**src/rtl/spram_stream_ctrl_if.sv**
```systemverilog
// spram_stream_ctrl_if: input/output word streams plus the single-port RAM bus
interface spram_stream_ctrl_if #(
  parameter int AWIDTH = 10,
  parameter int DWIDTH = 32
);
  logic              in_valid;
  logic              in_ready;
  logic [DWIDTH-1:0] in_data;
  logic              out_valid;
  logic              out_ready;
  logic              out_last;
  logic [DWIDTH-1:0] out_data;
  logic [AWIDTH-1:0] mem_address;
  logic              mem_wren;
  logic [DWIDTH-1:0] mem_data;
  logic [DWIDTH-1:0] mem_out;
  modport slave (
    input  in_valid, in_data, out_ready, mem_out,
    output in_ready, out_valid, out_data, out_last, mem_address, mem_wren, mem_data
  );
  modport master (
    output in_valid, in_data, out_ready, mem_out,
    input  in_ready, out_valid, out_data, out_last, mem_address, mem_wren, mem_data
  );
endinterface

```
**src/rtl/spram_stream_ctrl.sv**
```systemverilog
// spram_stream_ctrl: loads a stream into a single-port RAM and drains it back through a 2-entry FIFO
module spram_stream_ctrl #(
  parameter int AWIDTH    = 10,
  parameter int NUM_WORDS = 1024,
  parameter int DWIDTH    = 32
) (
  input  logic              clk,
  input  logic              reset,
  input  logic              load_start,
  input  logic              drain_start,
  input  logic [AWIDTH:0]   cfg_len,
  output logic              busy,
  output logic              done,
  spram_stream_ctrl_if.slave s
);
  typedef enum logic [1:0] {IDLE, LOAD, DRAIN} state_t;
  localparam logic [AWIDTH:0] MAXLEN = (AWIDTH+1)'(NUM_WORDS);
  state_t            state;
  logic [AWIDTH:0]   len, len_c, wr_cnt, wr_next, rd_addr, out_cnt, out_next;
  logic [1:0]        cnt, cnt_pop;
  logic              inflight, rd, pop, pop_f, push_f, in_hs;
  logic [DWIDTH-1:0] fifo [2];
  // the word in flight from the RAM counts as a buffer slot and is bypassed to the output when the FIFO is empty
  always_comb begin
    len_c       = cfg_len > MAXLEN ? MAXLEN : cfg_len;
    busy        = state != IDLE;
    s.in_ready  = state == LOAD && wr_cnt < len;
    in_hs       = s.in_valid && s.in_ready;
    s.out_valid = state == DRAIN && (cnt != 2'd0 || inflight);
    s.out_data  = cnt != 2'd0 ? fifo[0] : inflight ? s.mem_out : '0;
    s.out_last  = s.out_valid && out_cnt == len - (AWIDTH+1)'(1);
    pop         = s.out_valid && s.out_ready;
    pop_f       = pop && cnt != 2'd0;
    push_f      = inflight && !(pop && cnt == 2'd0);
    cnt_pop     = cnt - {1'b0, pop_f};
    rd          = state == DRAIN && rd_addr < len &&
                  ({1'b0, cnt} + {2'b0, inflight} - {2'b0, pop}) < 3'd2;
    s.mem_wren    = in_hs;
    s.mem_address = state == LOAD ? wr_cnt[AWIDTH-1:0] : rd ? rd_addr[AWIDTH-1:0] : '0;
    s.mem_data    = state == LOAD ? s.in_data : '0;
    wr_next     = wr_cnt + (AWIDTH+1)'(in_hs);
    out_next    = out_cnt + (AWIDTH+1)'(pop);
  end
  always_ff @(posedge clk) begin
    if (reset) begin
      state    <= IDLE;
      done     <= 1'b0;
      len      <= '0;
      wr_cnt   <= '0;
      rd_addr  <= '0;
      out_cnt  <= '0;
      cnt      <= '0;
      inflight <= 1'b0;
      fifo[0]  <= '0;
      fifo[1]  <= '0;
    end else begin
      done <= 1'b0;
      case (state)
        IDLE: if (load_start || drain_start) begin
          state   <= load_start ? LOAD : DRAIN;
          len     <= len_c;
          wr_cnt  <= '0;
          rd_addr <= '0;
          out_cnt <= '0;
        end
        LOAD: begin
          wr_cnt <= wr_next;
          if (wr_next == len) begin
            state <= IDLE;
            done  <= 1'b1;
          end
        end
        DRAIN: begin
          out_cnt  <= out_next;
          rd_addr  <= rd_addr + (AWIDTH+1)'(rd);
          inflight <= rd;
          if (pop_f) fifo[0] <= fifo[1];
          if (push_f) fifo[cnt_pop[0]] <= s.mem_out;
          cnt <= cnt_pop + {1'b0, push_f};
          if (out_next == len) begin
            state <= IDLE;
            done  <= 1'b1;
          end
        end
        default: state <= IDLE;
      endcase
    end
  end
endmodule

```
**src/flat_wrapper.sv**
```systemverilog
// flat-port wrapper written by rule: the top's interface ports become plain ports
module spram_stream_ctrl_flat 
#(
  parameter int AWIDTH    = 10,
  parameter int NUM_WORDS = 1024,
  parameter int DWIDTH    = 32
)
  (clk, reset, load_start, drain_start, cfg_len, busy, done, s_in_valid, s_in_data, s_out_ready, s_mem_out, s_in_ready, s_out_valid, s_out_data, s_out_last, s_mem_address, s_mem_wren, s_mem_data);
  spram_stream_ctrl_if #(.AWIDTH(AWIDTH), .DWIDTH(DWIDTH)) s_i ();
  input  logic clk;
  input  logic reset;
  input  logic load_start;
  input  logic drain_start;
  input  logic [AWIDTH:0] cfg_len;
  output logic busy;
  output logic done;
  input wire logic [$bits(s_i.in_valid)-1:0] s_in_valid;
  input wire logic [$bits(s_i.in_data)-1:0] s_in_data;
  input wire logic [$bits(s_i.out_ready)-1:0] s_out_ready;
  input wire logic [$bits(s_i.mem_out)-1:0] s_mem_out;
  output wire logic [$bits(s_i.in_ready)-1:0] s_in_ready;
  output wire logic [$bits(s_i.out_valid)-1:0] s_out_valid;
  output wire logic [$bits(s_i.out_data)-1:0] s_out_data;
  output wire logic [$bits(s_i.out_last)-1:0] s_out_last;
  output wire logic [$bits(s_i.mem_address)-1:0] s_mem_address;
  output wire logic [$bits(s_i.mem_wren)-1:0] s_mem_wren;
  output wire logic [$bits(s_i.mem_data)-1:0] s_mem_data;
  assign s_i.in_valid = s_in_valid;
  assign s_i.in_data = s_in_data;
  assign s_i.out_ready = s_out_ready;
  assign s_i.mem_out = s_mem_out;
  assign s_in_ready = s_i.in_ready;
  assign s_out_valid = s_i.out_valid;
  assign s_out_data = s_i.out_data;
  assign s_out_last = s_i.out_last;
  assign s_mem_address = s_i.mem_address;
  assign s_mem_wren = s_i.mem_wren;
  assign s_mem_data = s_i.mem_data;
  spram_stream_ctrl #(.AWIDTH(AWIDTH), .NUM_WORDS(NUM_WORDS), .DWIDTH(DWIDTH)) u_core (.clk(clk), .reset(reset), .load_start(load_start), .drain_start(drain_start), .cfg_len(cfg_len), .busy(busy), .done(done), .s(s_i));
endmodule
```
**config.mk**
```make
export PLATFORM = sky130hd
export DESIGN_NAME = spram_stream_ctrl_flat
export DESIGN_NICKNAME = d
export VERILOG_FILES = /design/src/rtl/spram_stream_ctrl_if.sv /design/src/rtl/spram_stream_ctrl.sv /design/src/flat_wrapper.sv
export SDC_FILE = /design/constraint.sdc
export NUM_CORES = 1
export LEC_CHECK = 0
export CAP_MARGIN = 20
export CORE_ASPECT_RATIO = 1.2
export CORE_MARGIN = 5
export CORE_UTILIZATION = 56
export DETAILED_ROUTE_END_ITERATION = 6
export GPL_ROUTABILITY_DRIVEN = 0
export PLACE_DENSITY = 0.94
export REMOVE_ABC_BUFFERS = 1
export SLEW_MARGIN = 20
export SYNTH_ARGS = -nofsm -noshare
export SYNTH_HDL_FRONTEND = slang
export SYNTH_SLANG_ARGS = --single-unit
```
**constraint.sdc**
```tcl
create_clock -name clk -period 6.3 [get_ports clk]
set_input_delay 1.26 -clock clk [delete_from_list [all_inputs] [get_ports clk]]
set_output_delay 1.26 -clock clk [all_outputs]
set_load 0.01 [all_outputs]
```
==> flow_metrics.py <==
metrics = {
    "setup_path": {
        "worst_path_largest_cell_delay_ns": 0.59,
        "worst_setup_path_start_kind": "input port",
        "critPathArrivalTime_ns": 4.67,
        "r2r_cells": 18,
        "critical_path_required_ns": 5.04,
        "crit_fanout": 7,
        "path_cells": "clkdlybuf4s50_1 > and2_1 > ha_1 > nand2b_1 > fa_1 > xor2_1 > a2111oi_2 > buf_4 > nand3_1 > a2bb2oi_1 > o21ai_0 > clkdlybuf4s50_1",
        "crit_path_top_delay_cell": "clkdlybuf4s50_1",
        "critical_path_class": "input port to output pin",
        "cpMostUsedCell": "clkdlybuf4s50_1",
        "critPathCaptureType": "output pin",
    },
    "detailed_routing": {
        "first_pass_iters": 5,
        "antenna_left": 0,
        "drt-total-wl_um": 20100,
        "avgRoutedWirePerCell_um": 18.1,
        "num_vias": 6666,
        "drc_errors": 0,
        "drt_iter0_drc": 694,
        "viasPerCell": 5.99,
    },
    "logic_synthesis": {
        "synth_top_area_share": 0.265,
        "ys_types": 68,
        "synth_area_leader_cell": "edfxtp_1",
        "post-synth-top-count-cell": "nand2_1",
        "ys_top_cells_by_count": "nand2_1, and2_1, edfxtp_1",
        "synth_edf_count": 64,
        "syn_area_mm2": 0.00725,
        "synth_flop_cell": "edfxtp_1",
        "synthTopCellsByArea": "edfxtp_1, dfxtp_1, ha_1",
        "synth_area_per_cell_um2": 9.06,
        "ys_ff_latch": 114,
        "synthCells": 800,
        "ys_async_sr_fraction": 0,
        "ys.warnings.count": 0,
        "ys_seq_area_frac": 0.403,
    },
    "cells_and_area": {
        "areaGrowthSynthToFinish_pct": 31.7,
        "layout.nets": 1050,
        "finalNonFillerCells": 1112,
        "final_area_mm2": 0.00955,
        "drive_gt1_frac": 0.0738,
        "diodes": 0,
    },
    "pwr": {
        "peakVddDrop_v": 0.000190,
        "fin_total_pwr_mw": 2.59,
        "p_leak_nw": 3.71,
        "cellPowerDensity_mw_per_mm2": 271,
    },
    "die": {
        "initial_core_util": 0.572,
        "die_area_mm2": 0.0153,
        "row_count": 45,
        "design.portCount": 161,
        "core_area_mm2": 0.0127,
        "die_y_um": 135,
        "die_w_um": 114,
    },
    "placement": {
        "placed_area_mm2": 0.00889,
        "port_buffers": 160,
        "dp.cells": 1080,
        "dpl.hpwl_um": 14000,
    },
    "sta": {
        "min_period_over_period": 0.941,
        "grt_setup_unrepaired": "false",
        "timing.fmax_mhz": 169,
        "finalHoldViolations": 0,
        "relSlewSlack": 0.365,
        "tightest_slew_ns": 0.943,
        "tns_ns": 0,
        "setup_viol": 0,
        "slew_violations": 0,
        "finClkSkew_ns": 0.00849,
        "fin_crit_ns": 5.93,
    },
    "cts": {
        "clockBufferDepth": 2,
        "ctsHoldBuffers": 0,
        "insertion_delay_ns": 0.41,
        "cts.repair.resized": 0,
        "cts_htree_levels": 4,
        "cts.sinks": 114,
        "post-cts-setup-buffer-count": 0,
        "numCtsBuffers": 17,
        "path_clk_slew_ns": 0.05,
        "cts_tree": "done",
        "cts-root-buf": "clkbuf_16",
    },
    "hold_path": {
        "hp-class": "flip-flop to flip-flop",
        "worstHoldPathCells": 1,
    },
    "global_route": {
        "antenna_found_initial": 0,
        "grt_first_pass_wirelength_um": 32500,
        "gr-total-overflow": 0,
        "grt_pass1_vias": 6508,
        "grt_max_degree": 50,
        "grt_use_total": 0.262,
    },
    "run_status": {
        "status": "completed",
    },
    "flow_run": {
        "maxCapViolations": 0,
    },
}
==> path summary, 6_finish.rpt <==
check	start	endpoint	slack, ns
worst min register to register	u_core.fifo[1][23]	u_core.fifo[0][23]	0.53
worst max-delay path	s_out_ready	s_mem_address[4]	0.37
worst max register to register	u_core.len[8]	u_core.state[0]	1.64
worst min-delay path	u_core.fifo[1][23]	u_core.fifo[0][23]	0.53
==> placed cells by master, fill, tap and decap left out, drive strengths merged, types with 16 or more instances in the layout <==
cell type,synthesis,routed
xnor2,26,26
clkdlybuf4s50,0,160
nand2,94,94
ha,33,33
dfxtp,50,50
a21oi,33,33
and2,65,65
clkbuf,34,17
edfxtp,64,64
inv,25,28
a22o,41,41
nor2,57,57
o21ai,33,33
nand3,54,54
xor2,26,26
nor3,16,16
==> registers in the layout, indices dropped and copies added, names as in the netlist <==
signal / flops
u_core.fifo: 64
u_core.len: 11
u_core.out_cnt: 11
u_core.rd_addr: 11
u_core.wr_cnt: 11
u_core.cnt: 2
u_core.state: 2
u_core.done: 1
u_core.inflight: 1
==> worst max-delay path, delay by kind of cell <==
kind | cells | cell delay, ns
AO/OA/AOI/OAI | 3 | 0.78
XOR/XNOR | 1 | 0.16
adder cells (fa/ha/maj) | 2 | 0.63
buffers and inverters | 3 | 1.35
AND/OR/NAND/NOR | 3 | 0.47
==> power breakdown <==
| group | switching, mW | internal, mW |
|---|---|---|
| logic | 0.373 | 0.310 |
| registers | 0.0307 | 0.813 |
| clock network | 0.355 | 0.706 |
| total | 0.759 | 1.83 |
==> cell families (layout without fill, tap and decap cells) <==
family / after synthesis / after routing / share of synthesized area
flip-flops: 114 / 114 / 0.403
multiplexers: 9 / 9 / 0.0128
buffers and inverters: 80 / 228 / 0.0483
adder cells (fa/ha/maj): 34 / 34 / 0.0597
AND/OR/NAND/NOR: 346 / 346 / 0.252
XOR/XNOR: 52 / 52 / 0.0649
AO/OA/AOI/OAI: 165 / 165 / 0.159
==> through the flow <==
step	utilization	worst slack, ns	hold WS (ns)
final	0.753	0.370	0.529
after global routing	0.753	0.223	0.542
after CTS	0.753	0.397	0.529
after detailed placement	0.702	0.430	0.519
after global placement	0.702	0.500	0.508
after floorplan	-	-0.188	0.484
==> routing by layer <==
layer  vias to the layer above  share of wire  global-route usage  routed length, µm
met4                         0          0.036               0.119                728
met2                       348           0.50               0.445              10000
met3                        67          0.073              0.0524               1460
li1                       3132              -                   -                  -
met1                      3119           0.39               0.320               7900
met5                         -              0                   0                  0
==> area by class of cell <==
type                       count  area (µm²)
clock buffer                  17         425
fill                         832        3120
timing repair buffer         170        1680
multi-input combinational    606        3990
inverter                      26        97.6
sequential                   114        2920
tap                          164         205
clock inverter                15         229
Power figures use the tool's default switching activity.
